`config.mk`:
```
export PLATFORM = sky130hd
export DESIGN_NAME = dcache_flush_engine
export DESIGN_NICKNAME = d
export VERILOG_FILES = /design/src/rtl/dcache_flush_engine.sv
export SDC_FILE = /design/constraint.sdc
export NUM_CORES = 1
export LEC_CHECK = 0
export BUFFER_PORTS_ARGS = -buffer_cell sky130_fd_sc_hd__buf_2
export CORE_UTILIZATION = 38
export CTS_BUF_LIST = sky130_fd_sc_hd__clkbuf_8
export DETAILED_ROUTE_END_ITERATION = 12
export PLACE_DENSITY_LB_ADDON = 0.3
export SYNTH_ARGS = -nofsm -noshare
export SYNTH_HDL_FRONTEND = slang
export SYNTH_SLANG_ARGS = --single-unit
export TNS_END_PERCENT = 20
```
`constraint.sdc`:
```
create_clock -name clk -period 3.9 [get_ports clk]
set_input_delay 0.39 -clock clk [delete_from_list [all_inputs] [get_ports clk]]
set_output_delay 0.39 -clock clk [all_outputs]
set_load 0.01 [all_outputs]
```
`src/rtl/dcache_flush_engine.sv`:
```
// rtl/dcache_flush_engine.sv - walks the direct-mapped data cache and writes valid lines back to halfword RAM
module dcache_flush_engine #(
  parameter int LINES      = 256,
  parameter int TAG_W      = 22,
  parameter int RAM_DEPTH  = 8192,
  parameter int RAM_ADDR_W = 13,
  localparam int IDX_W     = $clog2(LINES)
) (
  input  logic                  clk,
  input  logic                  reset_n,
  input  logic                  start,
  input  logic                  invalidate,
  output logic                  busy,
  output logic                  done,
  output logic                  oob,
  output logic                  cache_rd_en,
  output logic [IDX_W-1:0]      cache_index,
  input  logic                  cache_valid,
  input  logic [TAG_W-1:0]      cache_tag,
  input  logic [31:0]           cache_data,
  output logic                  cache_inv_en,
  output logic                  ram_we,
  output logic [RAM_ADDR_W-1:0] ram_addr,
  output logic [15:0]           ram_wdata,
  input  logic                  ram_ready
);

  localparam int BADDR_W = TAG_W + IDX_W + 2;
  localparam logic [BADDR_W-1:0] BYTE_LIMIT = BADDR_W'(2 * RAM_DEPTH);
  localparam logic [IDX_W-1:0]   LAST_IDX   = IDX_W'(LINES - 1);

  typedef enum logic [2:0] {IDLE, READ, CHECK, WR_LO, WR_HI, DONE} state_t;

  state_t                  state, state_nxt;
  logic [IDX_W-1:0]        idx;
  logic                    inv_q;
  logic                    oob_q;
  logic [31:0]             data_q;
  logic [RAM_ADDR_W-1:0]   haddr_q;
  logic [BADDR_W-1:0]      byte_addr;
  logic                    in_range;
  logic                    last_line;
  logic                    do_write;

  // Cache read data is only meaningful in CHECK, the cycle after the READ strobe.
  assign byte_addr = {cache_tag, idx, 2'b00};
  assign in_range  = byte_addr < BYTE_LIMIT;
  assign last_line = idx == LAST_IDX;
  assign do_write  = cache_valid && in_range;
  assign oob       = oob_q;

  always_ff @(posedge clk or negedge reset_n) begin
    if (!reset_n) begin
      state <= IDLE;
    end else begin
      state <= state_nxt;
    end
  end

  always_comb begin
    state_nxt = state;
    unique case (state)
      IDLE:    if (start) state_nxt = READ;
      READ:    state_nxt = CHECK;
      CHECK: begin
        if (do_write)       state_nxt = WR_LO;
        else if (last_line) state_nxt = DONE;
        else                state_nxt = READ;
      end
      WR_LO:   if (ram_ready) state_nxt = WR_HI;
      WR_HI:   if (ram_ready) state_nxt = last_line ? DONE : READ;
      DONE:    state_nxt = IDLE;
      default: state_nxt = IDLE;
    endcase
  end

  always_ff @(posedge clk or negedge reset_n) begin
    if (!reset_n) begin
      idx     <= '0;
      inv_q   <= 1'b0;
      oob_q   <= 1'b0;
      data_q  <= '0;
      haddr_q <= '0;
    end else begin
      unique case (state)
        IDLE: begin
          idx <= '0;
          if (start) begin
            oob_q <= 1'b0;
            inv_q <= invalidate;
          end
        end
        CHECK: begin
          data_q  <= cache_data;
          haddr_q <= byte_addr[RAM_ADDR_W:1];
          if (cache_valid && !in_range) oob_q <= 1'b1;
          if (!do_write && !last_line) idx <= idx + IDX_W'(1);
        end
        WR_HI: begin
          if (ram_ready && !last_line) idx <= idx + IDX_W'(1);
        end
        default: ;
      endcase
    end
  end

  always_comb begin
    busy         = 1'b0;
    done         = 1'b0;
    cache_rd_en  = 1'b0;
    cache_index  = '0;
    cache_inv_en = 1'b0;
    ram_we       = 1'b0;
    ram_addr     = '0;
    ram_wdata    = '0;
    unique case (state)
      READ: begin
        busy        = 1'b1;
        cache_rd_en = 1'b1;
        cache_index = idx;
      end
      CHECK: busy = 1'b1;
      WR_LO: begin
        busy      = 1'b1;
        ram_we    = 1'b1;
        ram_addr  = haddr_q;
        ram_wdata = data_q[15:0];
      end
      WR_HI: begin
        busy      = 1'b1;
        ram_we    = 1'b1;
        ram_addr  = haddr_q + RAM_ADDR_W'(1);
        ram_wdata = data_q[31:16];
        // Invalidate only once the high half is committed, so a stalled line stays valid.
        if (ram_ready && inv_q) begin
          cache_inv_en = 1'b1;
          cache_index  = idx;
        end
      end
      DONE:    done = 1'b1;
      default: ;
    endcase
  end

endmodule
```
==> impl_summary.txt <==
----------------------------------------------------
[Run status]
  Run status ... complete, no violations

[Floorplan]
  Number of placement rows ... 30
  Number of placed I/O pins ... 103
  Die area ... 7710 um^2
  Chip height ... 87.81 um
  Placeable core region ... 6944 um^2
  Starting Density ... 40.29%
  Die width ... 87.81 um

[Synth]
  Number of instances in the synthesized netlist ... 232
  Dominant cell type by area after synthesis ... sky130_fd_sc_hd__dfrtp_1
  Synthesized-area fraction occupied by ao, oa, aoi and oai cells ... 11.14%
  Count of state elements after synthesis ... 57
  Adder-Cell Fraction of Synth Area ... 0.4472%
  Distinct cells, synth ... 39
  Count of synthesis-stage warnings from yosys ... 0
  EDFF count, synth ... 0
  Top post-synthesis cells by area ... sky130_fd_sc_hd__dfrtp_1, sky130_fd_sc_hd__mux2_2, sky130_fd_sc_hd__a22o_1, sky130_fd_sc_hd__and2_1, sky130_fd_sc_hd__a21oi_1
  Dominant synthesized flop cell ... sky130_fd_sc_hd__dfrtp_1
  Area of the mapped netlist ... 2798 um^2
  XOR/XNOR share of the synthesized area ... 0.3131%
  Post-synthesis async set-or-reset flop share ... 100.0%
  Mean cell area of the mapped netlist ... 12.06 um^2
  Post-synthesis simple-gate area fraction ... 15.03%
  Fraction of the yosys area taken by sequential cells ... 50.98%
  Combinational family with the most area after synthesis ... multiplexers
  Multiplexer share of the synthesized area ... 18.83%
  Total nets after synthesis ... 293
  Fraction of post-synthesis cell area in the top cell type by area ... 50.98%

[Setup path]
  Worst stage delay on the critical path ... 610 ps
  Worst Setup Start Kind ... flip-flop
  Cell Chain, Critical Path ... nand2b_1 -> nor2_1 -> and3_1 -> or2_0 -> and2_1 -> buf_2
  Top Family by Delay on Critical Path ... simple AND/OR/NAND/NOR gates
  CP arrival ... 2580 ps
  Critical path capture point type ... output pin
  WS Path Type ... reg -> out
  Worst-path maximum fanout ... 13
  Data required, critical path ... 3510 ps
  Combined buffer and inverter count along the critical path ... 1
  Highest-delay cell along the critical path ... sky130_fd_sc_hd__dfrtp_1

[Detailed routing]
  Vias per inst ... 5.055
  Remaining design rule violation count ... 0
  Drt first-iter violations ... 104
  Average detailed-routed wire length per instance ... 14.25 um
  Via count ... 2,214
  Drt total wl ... 6.241 mm
  Number of antenna-violating nets in the routed design ... 0
  First-pass DRT Iterations ... 4

[Power and ir drop]
  Internal power ... 1.664 mW
  Static Leakage ... 1.774 nW
  Power density normalized to cell area ... 704.4 nW/um^2
  Sequential share of power ... 39.9%
  Highest ir drop seen on vdd ... 0.3046 mV
  Portion of total power attributed to the clock network ... 21.6%
  Switching part of the total power ... 34.16%
  Switching pwr ... 0.8636 mW
  Combinational share of power ... 38.5%

[Global route]
  Global router's overall resource usage ... 17.95%
  Number of antenna violations at the first check in global routing ... 1
  Global route overflow ... 0
  Wire length of the first global-routing pass ... 10.46 mm
  Number of global-route vias before repair ... 2,186
  Pin count of the biggest net entering global routing ... 40

[Clocking]
  Clk buf depth ... 2
  Sink count of the clock tree ... 57
  CTS-repair resized insts ... 0
  Clock-pin transition on the worst setup and hold timing paths ... 60 ps
  Source-to-sink clock delay at the later pin of the worst-skew pair ... 330 ps
  Hold buffer count at cts ... 0
  Post-CTS repair timing setup buffer count ... 0
  Cell at the root of the clock tree ... sky130_fd_sc_hd__clkbuf_8
  CTS buffer count ... 9
  H-Tree Level Count ... 3
  CTS tree ... yes

[Final layout]
  Commonest non-fill, non-tap cells in the layout ... sky130_fd_sc_hd__buf_2, sky130_fd_sc_hd__dfrtp_1, sky130_fd_sc_hd__mux2_2
  Fill cell instance count of the final layout ... 640
  Share of post-route cells with drive strength above 1 ... 51.17%
  Leading cell type in the layout, fill and taps excluded ... sky130_fd_sc_hd__buf_2
  Area growth from synthesis to final layout ... 28.26%
  Number of diodes added for antenna fixing ... 0
  Sequential cell area ... 1426 um^2
  Area of combinational cells with multiple inputs ... 1287 um^2
  Number of nets in the layout ... 399

[STA]
  Worst relative slew slack ... 41.92%
  Post-route clock period utilization ... 76.07%
  Final critical delay including setup and external delays ... 2967 ps
  Total count of max-transition violations in the final report ... 0
  Least-Margin Pin Slew ... 871.3 ps
  Layout Skew ... 8.478 ps
  Setup repair after global routing missed its margin ... false
  Number of endpoints failing setup at the final stage ... 0
  Top achievable clock speed ... 337.1 MHz
  Final Worst Setup Slack ... 933.4 ps
  Total negative slack for setup checks ... 0 ps
  Fin. Hold Viols ... 0

[Flow run]
  Max Cap Viol ... 0

[Placement]
  Detailed Place HPWL ... 4.498 mm
  Setup Slack @ Placement ... 1322 ps
  GPL Wtd Cong ... 0.9116
  Total of buffers placed on input and output ports ... 102

[Worst hold path]
  Kind of path behind the tightest hold check ... in -> async

----------------------------------------------------
-- flip-flops by register name, indices dropped and copies added (netlist names) --
register  cells
haddr_q      12
oob           1
inv_q         1
state         3
data_q       32
idx           8
-- power by group through the flow --
stage,Sequential (mW),Combinational [mW],Clock (mW)
finish,1.01,0.974,0.545
global route,1.05,1.08,0.589
CTS,1.01,0.986,0.563
detailed placement,1.02,0.982,0
global placement,1.01,0.969,0
floorplan,0.939,0.772,0
-- area by class of cell --
class	count	area share (%)
multi-input combinational	159	35.88
timing repair buffer	106	15.06
tap	96	3.347
clock buffer	11	4.219
sequential	57	39.75
inverter	5	0.5230
clock inverter	4	1.220
-- synth_stat cells, types with 2 or more instances --
master,instances
sky130_fd_sc_hd__dfrtp_1,57
sky130_fd_sc_hd__mux2_2,45
sky130_fd_sc_hd__and2_1,20
sky130_fd_sc_hd__a22o_1,16
sky130_fd_sc_hd__a21oi_1,11
sky130_fd_sc_hd__nor2_1,10
sky130_fd_sc_hd__nand2_1,7
sky130_fd_sc_hd__a31oi_1,6
sky130_fd_sc_hd__nand3_1,6
sky130_fd_sc_hd__buf_2,5
sky130_fd_sc_hd__inv_1,5
sky130_fd_sc_hd__nand2b_1,5
sky130_fd_sc_hd__and3_1,4
sky130_fd_sc_hd__nor2b_1,4
sky130_fd_sc_hd__o21ai_0,3
sky130_fd_sc_hd__buf_6,2
sky130_fd_sc_hd__clkbuf_1,2
sky130_fd_sc_hd__mux2i_1,2
sky130_fd_sc_hd__or4_2,2
-- cell families (layout without fill, tap and decap cells) --
kind of cell	count (synthesis)	in the layout
buf+inv	16	126
flops	57	57
compound gates	41	41
simple gates	69	69
mux	47	47
fa+ha+maj	1	1
xor+xnor	1	1
-- metrics by stage --
step / instance area, um^2 / std cells / power [mW] / hold WS, ps / utilization (%)
4_1_cts: 3588 / 438 / 2.560 / 197.9 / 51.68
3_5_place_dp: 3393 / 423 / 2.003 / 484.5 / 48.86
2_1_floorplan: 2798 / 232 / 1.711 / 94.41 / -
5_1_grt: 3588 / 438 / 2.714 / 254.3 / 51.68
3_3_place_gp: 3393 / 423 / 1.978 / 472.0 / 48.86
6_report: 3588 / 438 / 2.528 / 171.8 / 51.68
-- routing by layer --
layer  GRT usage [%]  share of wire [%]
met1           21.75                 43
met2           28.33                 47
met3           8.483                9.1
met4           5.663                1.3
met5               0                  0
-- path summary, 6_finish.rpt --
kind                       cells after the start  slack [ps]                endpoint                 start
min in group clk                               2         280  data_q[27]$_DFFE_PN0P_        cache_data[27]
max                                            6         930          cache_index[7]  state[2]$_DFFE_PN0P_
min reg2reg                                    1         500       inv_q$_DFFE_PN0P_     inv_q$_DFFE_PN0P_
min                                            1         170      idx[0]$_DFFE_PN0P_               reset_n
max in group asynchronous                      2        2930  haddr_q[4]$_DFFE_PN0P_               reset_n
max reg2reg                                    4        1580   data_q[0]$_DFFE_PN0P_  state[2]$_DFFE_PN0P_
-- worst reg2reg max path: cells and delay by family (launching register included) --
family,cells,cell delay (ps)
buffers and inverters,1,410
flip-flops,1,540
multiplexers,1,380
AND/OR/NAND/NOR,2,870
(Power assumes the default switching activity.)
